**config.mk**
```make
export PLATFORM = sky130hd
export DESIGN_NAME = uart_tx_arbiter
export DESIGN_NICKNAME = d
export VERILOG_FILES = /design/src/rtl/uart_tx_arbiter.sv
export SDC_FILE = /design/constraint.sdc
export NUM_CORES = 1
export LEC_CHECK = 0
export CORE_MARGIN = 5
export CORE_UTILIZATION = 45
export CTS_CLUSTER_DIAMETER = 50
export DETAILED_ROUTE_END_ITERATION = 8
export GPL_TIMING_DRIVEN = 0
export PLACE_DENSITY = 0.8
export SLEW_MARGIN = 20
export SYNTH_ARGS = -nofsm -noshare
export SYNTH_HDL_FRONTEND = slang
export SYNTH_SLANG_ARGS = --single-unit
export TNS_END_PERCENT = 5
```
**constraint.sdc**
```tcl
create_clock -name clk -period 2.9 [get_ports clk]
set_clock_uncertainty 0.15 [all_clocks]
set_input_delay 0.58 -clock clk [delete_from_list [all_inputs] [get_ports clk]]
set_output_delay 0.58 -clock clk [all_outputs]
set_load 0.02 [all_outputs]
```
**src/rtl/uart_tx_arbiter.sv**
```systemverilog
// Round-robin arbiter that shares one byte-wide UART transmitter between N_REQ
// byte-stream requesters, one whole frame at a time, with an optional ID header.
module uart_tx_arbiter #(
    parameter int         N_REQ     = 4,
    parameter int         ID_PREFIX = 1,
    parameter logic [7:0] ID_BASE   = 8'hA0,
    parameter int         TIMEOUT   = 1023,
    localparam int        GW        = $clog2(N_REQ)
) (
    input  logic               clk,
    input  logic               rst,
    input  logic [N_REQ-1:0]   req_valid,
    input  logic [8*N_REQ-1:0] req_data,
    input  logic [N_REQ-1:0]   req_last,
    output logic [N_REQ-1:0]   req_ready,
    output logic [7:0]         tx_data,
    output logic               tx_start,
    input  logic               tx_busy,
    output logic [GW-1:0]      grant_id,
    output logic               active,
    output logic               err_timeout,
    output logic [2:0]         dbg_state_o
);

    // Handshake: requester i hands over a byte in any cycle where req_valid[i]
    // and req_ready[i] are both high; req_data/req_last are only looked at then.

    localparam int             CW       = $clog2(TIMEOUT + 1);
    localparam logic [CW-1:0]  TMO_LAST = CW'(TIMEOUT - 1);
    localparam logic [GW:0]    N_REQ_W  = (GW + 1)'(N_REQ);

    typedef enum logic [2:0] {
        IDLE    = 3'd0,
        HDR     = 3'd1,
        DATA    = 3'd2,
        WAIT_HI = 3'd3,
        WAIT_LO = 3'd4
    } state_e;

    state_e         state_q, state_d;
    logic [GW-1:0]  grant_q, grant_d;
    logic [GW-1:0]  last_grant_q, last_grant_d;
    logic [CW-1:0]  cnt_q, cnt_d;
    logic [7:0]     tx_data_q, tx_data_d;
    logic           tx_start_q, tx_start_d;
    logic           err_q, err_d;
    logic           hdr_flag_q, hdr_flag_d;
    logic           last_flag_q, last_flag_d;

    logic           rr_found;
    logic [GW-1:0]  rr_pick;
    logic [GW:0]    rr_idx;
    logic           xfer;

    // Scan requesters starting just after the previous winner, wrapping around.
    always_comb begin
        rr_found = 1'b0;
        rr_pick  = '0;
        rr_idx   = '0;
        for (int k = 1; k <= N_REQ; k++) begin
            rr_idx = {1'b0, last_grant_q} + (GW + 1)'(k);
            if (rr_idx >= N_REQ_W) begin
                rr_idx = rr_idx - N_REQ_W;
            end
            if (!rr_found && req_valid[rr_idx[GW-1:0]]) begin
                rr_found = 1'b1;
                rr_pick  = rr_idx[GW-1:0];
            end
        end
    end

    always_comb begin
        req_ready = '0;
        for (int i = 0; i < N_REQ; i++) begin
            req_ready[i] = (state_q == DATA) && (grant_q == GW'(i)) && !tx_busy;
        end
    end

    assign xfer = req_valid[grant_q] && req_ready[grant_q];

    always_comb begin
        state_d      = state_q;
        grant_d      = grant_q;
        last_grant_d = last_grant_q;
        cnt_d        = cnt_q;
        tx_data_d    = tx_data_q;
        tx_start_d   = 1'b0;
        err_d        = 1'b0;
        hdr_flag_d   = hdr_flag_q;
        last_flag_d  = last_flag_q;

        case (state_q)
            IDLE: begin
                hdr_flag_d = 1'b0;
                if (rr_found) begin
                    grant_d = rr_pick;
                    cnt_d   = '0;
                    state_d = (ID_PREFIX != 0) ? HDR : DATA;
                end
            end

            HDR: begin
                if (!tx_busy) begin
                    tx_data_d  = ID_BASE + 8'(grant_q);
                    tx_start_d = 1'b1;
                    hdr_flag_d = 1'b1;
                    cnt_d      = '0;
                    state_d    = WAIT_HI;
                end
            end

            DATA: begin
                if (xfer) begin
                    tx_data_d   = req_data[{grant_q, 3'b000} +: 8];
                    last_flag_d = req_last[grant_q];
                    hdr_flag_d  = 1'b0;
                    tx_start_d  = 1'b1;
                    cnt_d       = '0;
                    state_d     = WAIT_HI;
                end else if (cnt_q == TMO_LAST) begin
                    err_d        = 1'b1;
                    last_grant_d = grant_q;
                    cnt_d        = '0;
                    state_d      = IDLE;
                end else begin
                    cnt_d = cnt_q + CW'(1);
                end
            end

            WAIT_HI: begin
                if (tx_busy) begin
                    cnt_d   = '0;
                    state_d = WAIT_LO;
                end else if (cnt_q == TMO_LAST) begin
                    err_d        = 1'b1;
                    last_grant_d = grant_q;
                    cnt_d        = '0;
                    state_d      = IDLE;
                end else begin
                    cnt_d = cnt_q + CW'(1);
                end
            end

            WAIT_LO: begin
                // The header byte is never the end of a frame, so it always continues to DATA.
                if (!tx_busy) begin
                    cnt_d = '0;
                    if (hdr_flag_q) begin
                        hdr_flag_d = 1'b0;
                        state_d    = DATA;
                    end else if (last_flag_q) begin
                        last_grant_d = grant_q;
                        state_d      = IDLE;
                    end else begin
                        state_d = DATA;
                    end
                end
            end

            default: begin
                state_d = IDLE;
            end
        endcase
    end

    always_ff @(posedge clk) begin
        if (rst) begin
            state_q      <= IDLE;
            grant_q      <= '0;
            last_grant_q <= GW'(N_REQ - 1);
            cnt_q        <= '0;
            tx_data_q    <= '0;
            tx_start_q   <= 1'b0;
            err_q        <= 1'b0;
            hdr_flag_q   <= 1'b0;
            last_flag_q  <= 1'b0;
        end else begin
            state_q      <= state_d;
            grant_q      <= grant_d;
            last_grant_q <= last_grant_d;
            cnt_q        <= cnt_d;
            tx_data_q    <= tx_data_d;
            tx_start_q   <= tx_start_d;
            err_q        <= err_d;
            hdr_flag_q   <= hdr_flag_d;
            last_flag_q  <= last_flag_d;
        end
    end

    assign tx_data     = tx_data_q;
    assign tx_start    = tx_start_q;
    assign grant_id    = grant_q;
    assign active      = (state_q != IDLE);
    assign err_timeout = err_q;
    assign dbg_state_o = state_q;

endmodule

```
# [Word level (Yosys, flattened, before mapping)]
# Index checks and enable logic that the tools add are counted.
[op_classes] addsub=10 shift=1 eq_ne=17 order_cmp=9 reduce_logical=31 muxes=62
[op_table] op="$mux W10" n=5
[op_table] op="$pmux W10 S4" n=1
[op_table] op="$mux W2" n=16
[op_table] op="$shiftx A32 B6 Y8" n=1
[op_table] op="$mux W1" n=19
[op_table] op="$mux W3" n=6
[op_table] op="$ne A2 B2 Y1 const B" n=9
[op_table] op="$mux W8" n=2
[op_table] op="$pmux W8 S2" n=1
[op_table] op="$lt A2 B3 Y1 const B" n=5
[op_table] op="$pmux W3 S5" n=1
[op_table] op="$bmux W1 S2" n=7
[op_table] op="$ge A3 B3 Y1 const B" n=4
[op_table] op="$logic_and A1 B1 Y1" n=12
[op_table] op="$add A10 B1 Y10 const B" n=1
[op_table] op="$eq A10 B10 Y1 const B" n=1
[op_table] op="$reduce_and A3 Y1" n=3
[op_table] op="$add A8 B2 Y8 const A" n=1
[op_table] op="$reduce_bool A4 Y1" n=2
[op_table] op="$sub A2 B1 Y2 const B" n=4
[op_table] op="$add A2 B2 Y3 const B" n=2
[op_table] op="$eq A3 B2 Y1 const B" n=2
[op_table] op="$pmux W2 S3" n=1
[op_table] op="$reduce_and A6 Y1" n=1
[op_table] op="16 further kinds" n=23
[totals] ff_bits=29 wordCells=139

# [Logic depth before layout (Yosys ltp)]
# Gate-level depths: netlist of the first run.
[depth] word_depth=17 depth_mapped=7 ltp_nobuf=7

# [Least setup slack after synthesis of the first run]
# Ideal clock, no wire load.
[synth_path] path_kind="input to output" start="input tx_busy" end="output req_ready[0]" arrival_ns=1.605 required_ns=2.170 n_path_buf=0 path_stages=2 path_slack_ns=0.565 path_cell_list="nor4b_1 > nor3b_1"
[synth_between] elab_chain_cells=2
[synth_rtl] item="start, declared" line="18" text="input logic tx_busy,"
[synth_rtl] item="$logic_not A1 Y1"
[synth_rtl] item="$logic_and A1 B1 Y1" line="75" text="req_ready[i] = (state_q == DATA) && (grant_q == GW'(i)) && !tx_busy;"
[synth_rtl] item="end, declared" line="15" text="output logic [N_REQ-1:0] req_ready,"
# Every way passes these cells.

# [Worst setup path after layout of the first run]
[layout_path] start="register grant_q[1], in the netlist grant_id[1]" end="output req_ready[3]"
[layout_between] elab_chain_cells=3
[layout_rtl] item="start, declared" line="41" text="logic [GW-1:0] grant_q, grant_d;"
[layout_rtl] item="start signal, assigned" line="179" text="grant_q <= grant_d;"
[layout_rtl] item="$eq A2 B2 Y1" line="75"
[layout_rtl] item="$logic_and A1 B1 Y1 (2 in series)" line="75"
# Every way passes these cells.

==> impl_metrics.csv, run 1 <==
group,metric,value,unit
clocking,cts_max_level,2,
sta,clock.fmax,351,MHz
cells_and_area,nets,323,
sta,rsz0062_at_grt,"true",
place,gp_congestion,0.914,
route,drtIter0Drc,163,
synthesis,ys_ff_latch,29,
worst_setup_path,regToRegEndpoint,"cnt_q[3]",
worst_setup_path,required,2.17,ns
synthesis,synth.largest_area_cell,"dfxtp_1",
power_and_ir_drop,irDropWorstVdd,0.000206,V
worst_setup_path,reg2reg_depth,6,
clocking,cts.sinks,29,
run_status,status,"complete, no violations",
sta,tightest_slew,0.651,ns
synthesis,ys_async_sr_fraction,0,%
clocking,ctsLongestPathBuffers,2,
route,viasPerCell,5.70,
worst_setup_path,crit_end,"req_ready[3]",
worst_setup_path,cp-startpoint,"grant_id[1]",
place,numPortBuffers,62,
min_path,hold_path_class,"reg -> reg",
die,num_io_pins,63,
global_routing,antenna_found_initial,0,
global_routing,grt_pass1_vias,1837,
clocking,cts_tree,"done",
sta,finalHoldViolations,0,
sta,setup-tns-final,0,ns
power_and_ir_drop,finalPower,1.11,mW
route,drcViolationCount,0,
clocking,root_buffer,"clkbuf_8",
die,die_x,72.7,µm
worst_setup_path,cp-end-kind,"primary output",
sta,finalSetupViolCount,0,
sta,timing.final.crit_share,98.2,%
die,floorplan.initialDensity,47.3,%
cells_and_area,instances_no_fill,327,
power_and_ir_drop,p_per_area,432,nW/µm²
sta,fin_hold_ws,0.313,ns
synthesis,synth_edf_count,0,
global_routing,grt_max_degree,11,
sta,relSlewSlack,56.4,%
sta,report.final.slew_viol_count,0,
synthesis,synth_cells,208,
cells_and_area,area_delta_synth_final,45.0,%
place,place_inst,318,
worst_setup_path,crit_fanout,10,
synthesis,mappedNetlistArea,1770,µm²
place,place_ws,-0.586,ns
cells_and_area,fill_cells,331,
worst_setup_path,timing.rr.start,"grant_id[0]",
sta,min_period,2.85,ns
place,post-dp-hpwl,3850,µm
cells_and_area,postLayoutCoreUtil,68.5,%
worst_setup_path,rrSetupSlack,0.58,ns
global_routing,grt_pass1_wl,8180,µm
synthesis,syn_nets,253,
synthesis,synthFlopType,"dfxtp_1",
worst_setup_path,cp.arrival,2.12,ns
die,core,3740,µm²
route,wl_per_cell,15.2,µm
power_and_ir_drop,p_leak,0.948,nW
cells_and_area,layout-drive-gt1-share,8.60,%
route,drt_pass1_iterations,4,
die,die_area,5290,µm²
global_routing,grt_use_total,20.0,%
synthesis,synth_cell_types,45,
die,num_rows,22,
worst_setup_path,cp-start-kind,"flip-flop",
global_routing,grt_overflow_total,0,
clocking,cts_buffers,5,
worst_setup_path,path_class,"reg -> out",
synthesis,synth_area_leaders,"dfxtp_1 (33%), mux4_1 (10%), nor2_1 (5.7%)",
die,die_h,72.7,µm
sta,fin_ws,0.0526,ns
clocking,clk_latency,0.28,ns
synthesis,yosysTopAreaCellShare,32.8,%
synthesis,ys_warn_count,0,
cells_and_area,post-route-cell-area,2560,µm²
clocking,path_clk_slew,0.07,ns
job,cap_violations,0,
place,postPlaceCellArea,2450,µm²
route,vias,1863,
synthesis,avgSynthCellArea,8.51,µm²
route,drt-total-wl,4970,µm
synthesis,yosysSeqAreaShare,32.8,%
cells_and_area,diodes,0,
route,drtAntennaViolNets,0,
-- kinds of logic after synthesis --
logic type	count (synthesis)	synth area share [%]
compound gates	48	17.6
fa+ha+maj	2	1.41
buf+inv	20	4.74
flops	29	32.8
mux	16	16.2
simple gates	93	27.2
-- layout by cell type, fill, tap and decap left out, types with 7 or more instances in the layout --
cell,count
mux4_1,7
inv_1,10
mux2i_1,8
clkbuf_1,7
dfxtp_1,29
o21ai_0,8
nor2_1,27
a21oi_1,16
clkdlybuf4s50_1,58
nand2_1,15
nor3_1,16
-- critical path, cell delays in order, from the launching register on --
cell and delay, ns:
dfxtp_1 0.37, clkbuf_2 0.26, clkbuf_1 0.38, and3_1 0.22
clkdlybuf4s50_1 0.61
-- cells in the mapped netlist, types with 2 or more instances --
cell type,number
and2_1,3
nand3_1,4
and3_1,2
inv_1,10
nor3b_1,2
dfxtp_1,29
nor4b_1,3
nand2b_1,3
a22o_2,2
nand4_1,3
a21o_1,3
a211oi_1,2
nor3_1,16
nand2_1,15
nor4_1,4
mux4_1,7
mux2i_1,8
a31oi_1,4
a21oi_1,16
or2_2,2
ha_1,2
or3_1,2
clkbuf_1,8
a22oi_1,4
nor2_1,27
o21ai_0,8
-- registers in the layout, summed over array words and instances (netlist names) --
| signal | count |
|---|---|
| grant_id | 2 |
| hdr_flag_q | 1 |
| tx_start | 1 |
| tx_data | 8 |
| last_flag_q | 1 |
| dbg_state_o | 3 |
| last_grant_q | 2 |
| cnt_q | 10 |
| err_timeout | 1 |
-- worst min-delay path by stage --
stage	startpoint	endpoint	depth (start not counted)
floorplan	cnt_q[8]	cnt_q[8]	2
global placement	tx_data[0]	tx_data[0]	2
detailed placement	tx_data[0]	tx_data[0]	2
CTS	tx_data[0]	tx_data[0]	2
global route	tx_data[0]	tx_data[0]	2
finish	tx_data[0]	tx_data[0]	2
-- power by group --
part           switching (mW)  internal [mW]  total [mW]  leakage (nW)
Combinational           0.169          0.178       0.347         0.669
Clock                   0.157          0.165       0.322        0.0439
Sequential             0.0196          0.418       0.438         0.235
Total                   0.346          0.761        1.11         0.948
-- cell type report --
| type | count | area [µm²] | share of cell area (%) |
|---|---|---|---|
| multi-input cells | 159 | 1130 | 43.9 |
| well taps | 48 | 60.1 | 2.34 |
| clock inverters | 3 | 17.5 | 0.683 |
| flip-flops and latches | 29 | 581 | 22.6 |
| clock buffers | 5 | 68.8 | 2.68 |
| plain buffers | 10 | 47.5 | 1.85 |
| repair buffers | 63 | 627 | 24.4 |
| inverters | 10 | 37.5 | 1.46 |
-- what timing repair did --
| item | in CTS | in global routing |
|---|---|---|
| resized for setup | 5 | 4 |
| hold buffers | 0 | 0 |
| endpoints found under the hold margin | 0 | 0 |
| buffers inserted | 0 | 1 |
| pin swaps | 0 | 1 |
| endpoints found under the setup margin | 4 | 9 |
-- layer usage --
layer  part of all wire, %  up-vias  GRT usage, %
met4                   1.9        0          7.58
li1                      -      918             -
met1                    43      854          23.6
met2                    45       81          32.0
met5                     0        -             0
met3                    10       10          8.68
Power figures use the tool's default switching activity.
==> inputs of run 2 (changes only) <==
--- a/config.mk
+++ b/config.mk
@@ -9,7 +9,6 @@
 export CORE_UTILIZATION = 45
 export CTS_CLUSTER_DIAMETER = 50
 export DETAILED_ROUTE_END_ITERATION = 8
-export GPL_TIMING_DRIVEN = 0
 export PLACE_DENSITY = 0.8
 export SLEW_MARGIN = 20
 export SYNTH_ARGS = -nofsm -noshare
==> run 2 against run 1 <==
  * Final cell count rose by 0.92%
  * Maximum frequency rose by 5.0%
  * Sequential share of layout area fell by 0.48 points
  * Largest cell class unchanged
==> impl_metrics.csv, run 2 (synthesized netlist as in run 1, its figures left out) <==
group,metric,value,unit
die,num_rows,22,
global_routing,grt_use_total,19.8,%
power_and_ir_drop,p_leak,0.997,nW
worst_setup_path,critical_path.cell_chain,"clkdlybuf4s50_1 -> nor4b_1 -> buf_4 -> nor3b_1 -> dlygate4sd2_1",
route,vias,1879,
die,die_h,72.7,µm
worst_setup_path,crit_family,"buffers and inverters",
sta,rsz0062_at_grt,"false",
place,numPortBuffers,62,
global_routing,grt_max_degree,23,
route,drtIter0Drc,175,
sta,fin_hold_ws,0.308,ns
run_status,status,"complete, no violations",
worst_setup_path,path_buf_inv,3,
die,floorplan.initialDensity,47.3,%
clocking,cts.sinks,29,
power_and_ir_drop,irDropWorstVdd,0.000256,V
route,drt_pass1_iterations,4,
die,num_io_pins,63,
route,wl_per_cell,15.0,µm
die,die_area,5290,µm²
sta,finalSetupViolCount,0,
place,place_inst,322,
route,drtAntennaViolNets,0,
clocking,cts_tree,"done",
cells_and_area,area_delta_synth_final,48.1,%
die,core,3740,µm²
clocking,root_buffer,"clkbuf_8",
cells_and_area,layout-drive-gt1-share,11.0,%
job,cap_violations,0,
sta,relSlewSlack,55.2,%
cells_and_area,largest_reg_flops,10,
sta,tightest_slew,0.669,ns
worst_setup_path,crit_fanout,5,
cells_and_area,diodes,0,
clocking,path_clk_slew,0.06,ns
min_path,hold_path_class,"reg -> reg",
worst_setup_path,path_class,"in -> out",
cells_and_area,regMostFlops,"cnt_q",
worst_setup_path,cp-end-kind,"primary output",
sta,finalHoldViolations,0,
cells_and_area,nets,326,
clocking,cts_buffers,5,
clocking,cts_resized,4,
clocking,cts_max_level,2,
worst_setup_path,crit_slowest_cell,"clkdlybuf4s50_1",
place,post-dp-hpwl,3720,µm
place,postPlaceCellArea,2510,µm²
worst_setup_path,required,2.17,ns
sta,setup-tns-final,0,ns
clocking,cts_setup_buffers,0,
power_and_ir_drop,p_per_area,470,nW/µm²
sta,timing.final.crit_share,93.5,%
die,die_x,72.7,µm
sta,fin_ws,0.188,ns
clocking,cts_hold_buf,0,
clocking,clk_latency,0.28,ns
cells_and_area,postLayoutCoreUtil,70.0,%
sta,report.final.slew_viol_count,0,
global_routing,grt_pass1_vias,1841,
worst_setup_path,cp-start-kind,"primary input",
place,gp_congestion,0.911,
cells_and_area,post-route-cell-area,2620,µm²
global_routing,antenna_found_initial,0,
power_and_ir_drop,finalPower,1.23,mW
route,viasPerCell,5.69,
worst_setup_path,cp.arrival,1.98,ns
route,drcViolationCount,0,
clocking,ctsLongestPathBuffers,2,
route,drt-total-wl,4960,µm
cells_and_area,final_common_cell,"clkdlybuf4s50_1",
worst_setup_path,crit_path_max_incr_delay,0.41,ns
sta,clock.fmax,369,MHz
cells_and_area,final_cell_mix,"clkdlybuf4s50_1 (58), dfxtp_1 (29), nor2_1 (27), a21oi_1 (16), nor3_1 (16)",
cells_and_area,instances_no_fill,330,
sta,min_period,2.71,ns
global_routing,grt_overflow_total,0,
place,place_ws,-0.0750,ns
global_routing,grt_pass1_wl,8270,µm
==> run 2: power breakdown <==
part           switching (mW)  internal [mW]
combinational           0.176          0.190
clock                   0.155          0.280
sequential             0.0121          0.418
total                   0.343          0.888
==> run 2: worst register-to-register path, cell delays in order (launching register included) <==
cell,delay [ns]
dfxtp_1,0.35
mux4_2,0.57
a211o_4,0.41
nor3_4,0.32
a21o_1,0.17
a22o_2,0.13
==> run 2: layer usage <==
layer / up-vias / share of wire, % / global-route usage, %
li1: 926 / - / -
met1: 852 / 42 / 23.0
met2: 87 / 46 / 31.8
met3: 14 / 11 / 8.95
met4: 0 / 2.0 / 7.99
met5: - / 0 / 0
==> run 2: area by class of cell <==
type	count	area, µm²
clock buffer	7	86.3
clock inverter	1	30.0
fill	311	1120
inverter	10	37.5
multi-input combinational	159	1100
sequential	29	581
tap	48	60.1
timing repair buffer	76	721
==> run 2: final timing paths <==
path                                   from           end  slack (ns)  cells past startpoint
worst max register to register  grant_id[0]      cnt_q[3]        0.77                      5
worst min-delay path             tx_data[0]    tx_data[0]        0.31                      2
worst max-delay path                tx_busy  req_ready[0]        0.19                      5
worst min register to register   tx_data[0]    tx_data[0]        0.31                      2
==> inputs of run 3 (changes only) <==
--- a/config.mk
+++ b/config.mk
@@ -10,6 +10,7 @@
 export CTS_CLUSTER_DIAMETER = 50
 export DETAILED_ROUTE_END_ITERATION = 8
 export PLACE_DENSITY = 0.8
+export RECOVER_POWER = 100
 export SLEW_MARGIN = 20
 export SYNTH_ARGS = -nofsm -noshare
 export SYNTH_HDL_FRONTEND = slang
==> constraint.sdc (replaced) <==
create_clock -name clk -period 2.9 [get_ports clk]
set_clock_uncertainty 0.15 [all_clocks]
set_input_delay 0.58 -clock clk [delete_from_list [all_inputs] [get_ports clk]]
set_output_delay 0.58 -clock clk [all_outputs]
set_load 0.005 [all_outputs]
==> run 3 against run 2 <==
  * Via count decreased by 0.75%
  * Total power increased by 2.3%
  * Sequential cell count unchanged
  * Clock-buffer cell count decreased by 2
  * Critical endpoint is now req_ready[2]
  * Register-to-register slack got worse by 0.17 ns
  * Largest power group unchanged
  * Core utilization decreased by 0.20 points
==> impl_metrics.csv, run 3 (synthesized netlist as in run 1, its figures left out) <==
group,metric,value,unit
power_and_ir_drop,irDropWorstVdd,0.000237,V
die,die_area,5290,µm²
die,die_h,72.7,µm
min_path,hold_path_class,"reg -> reg",
sta,min_period,2.81,ns
route,drt-total-wl,5010,µm
die,die_x,72.7,µm
global_routing,grt_pass1_vias,1794,
global_routing,grt_use_total,19.5,%
run_status,status,"complete, no violations",
die,core,3740,µm²
route,drtAntennaViolNets,0,
worst_setup_path,reg2reg_depth,5,
worst_setup_path,regToRegEndpoint,"cnt_q[3]",
worst_setup_path,cp-end-kind,"primary output",
clocking,cts_tree,"done",
worst_setup_path,rrSetupSlack,0.60,ns
route,viasPerCell,5.67,
worst_setup_path,timing.rr.start,"grant_id[0]",
clocking,cts.sinks,29,
route,drt_pass1_iterations,5,
clocking,path_clk_slew,0.06,ns
place,gp_congestion,0.912,
global_routing,antenna_found_initial,0,
sta,relSlewSlack,40.8,%
cells_and_area,final_common_cell,"clkdlybuf4s50_1",
route,drcViolationCount,0,
min_path,hp-start,"cnt_q[8]",
sta,fin_hold_ws,0.311,ns
worst_setup_path,cp-start-kind,"primary input",
worst_setup_path,crit_end,"req_ready[2]",
worst_setup_path,crit_slowest_cell,"clkdlybuf4s50_1",
clocking,ctsLongestPathBuffers,2,
cells_and_area,diodes,0,
sta,rsz0062_at_grt,"false",
die,floorplan.initialDensity,47.3,%
global_routing,grt_max_degree,20,
global_routing,grt_pass1_wl,8140,µm
place,post-dp-hpwl,3720,µm
worst_setup_path,crit_fanout,5,
worst_setup_path,crit_family,"buffers and inverters",
sta,finalHoldViolations,0,
cells_and_area,instances_no_fill,329,
clocking,cts_max_level,2,
power_and_ir_drop,p_per_area,482,nW/µm²
worst_setup_path,critical_path.cell_chain,"clkdlybuf4s50_1 -> nor4b_2 -> buf_4 -> nand2_1 -> nor2_1 -> clkdlybuf4s50_1",
cells_and_area,nets,325,
clocking,cts_setup_buffers,0,
worst_setup_path,critical_path_depth,6,
sta,clock.fmax,356,MHz
power_and_ir_drop,p_leak,1.02,nW
place,numPortBuffers,62,
cells_and_area,area_delta_synth_final,47.7,%
worst_setup_path,cp-startpoint,"tx_busy",
worst_setup_path,crit_path_max_incr_delay,0.51,ns
die,num_rows,22,
sta,timing.final.crit_share,97.0,%
sta,finalSetupViolCount,0,
route,vias,1865,
worst_setup_path,critPathMostFrequentCell,"clkdlybuf4s50_1",
sta,tightest_slew,0.889,ns
die,num_io_pins,63,
cells_and_area,layout-drive-gt1-share,8.90,%
cells_and_area,largest_reg_flops,10,
clocking,cts_buffers,5,
worst_setup_path,path_buf_inv,3,
place,place_inst,321,
sta,report.final.slew_viol_count,0,
job,cap_violations,0,
sta,setup-tns-final,0,ns
worst_setup_path,cp.arrival,2.08,ns
worst_setup_path,required,2.17,ns
route,drtIter0Drc,216,
clocking,clk_latency,0.28,ns
cells_and_area,final_cell_mix,"clkdlybuf4s50_1 (46), dfxtp_1 (29), nor2_1 (28), a21oi_1 (16), nor3_1 (16)",
cells_and_area,postLayoutCoreUtil,69.8,%
global_routing,grt_overflow_total,0,
worst_setup_path,path_class,"in -> out",
clocking,root_buffer,"clkbuf_8",
route,wl_per_cell,15.2,µm
cells_and_area,regMostFlops,"cnt_q",
[run 3: power by group]
group,internal (mW),switching (mW)
sequential,0.418,0.0151
combinational,0.174,0.149
clock,0.341,0.162
total,0.933,0.326
[run 3: worst min-delay path: cells and delay by family, from the launching register on]
family,cells,cell delay (ns)
flops,1,0.32
simple gates,2,0.10
[run 3: cell type report]
type                            count  area, µm²
Clock buffer                        5       68.8
Clock inverter                      3       65.1
Fill cell                         312       1130
Inverter                           10       37.5
Multi-Input combinational cell    159       1100
Sequential cell                    29        581
Tap cell                           48       60.1
Timing Repair Buffer               75        698
[run 3: per-stage QoR]
step	instance area [µm²]	setup WS [ns]	power (mW)
floorplan	1770	0.722	0.620
global placement	2500	0.0383	0.770
detailed placement	2500	0.0345	0.777
CTS	2640	0.0357	1.29
global route	2610	0.00384	1.32
finish	2610	0.0876	1.26
[run 3: how the worst min path moves through the flow]
| stage | end | depth (start not counted) |
|---|---|---|
| 2_1_floorplan | cnt_q[8] | 2 |
| 3_3_place_gp | tx_data[0] | 2 |
| 3_5_place_dp | cnt_q[8] | 2 |
| 4_1_cts | cnt_q[8] | 2 |
| 5_1_grt | tx_data[0] | 2 |
| 6_report | cnt_q[8] | 2 |
[run 3: timing repair]
| action | CTS | global route |
|---|---|---|
| endpoints found under the hold margin | 0 | 0 |
| setup endpoints to repair | 1 | 1 |
| pin swaps | 0 | 0 |
| gates cloned | 0 | 0 |
| resized for setup | 1 | 1 |
| hold buffers | 0 | 0 |
[run 3: metal layers]
layer	global-route usage, %	vias up	share of wire (%)	wire (µm)
met2	32.5	92	46	2300
li1	-	917	-	-
met1	22.4	846	41	2040
met3	8.54	10	12	616
met5	0	-	0	0
met4	5.94	0	1.2	60
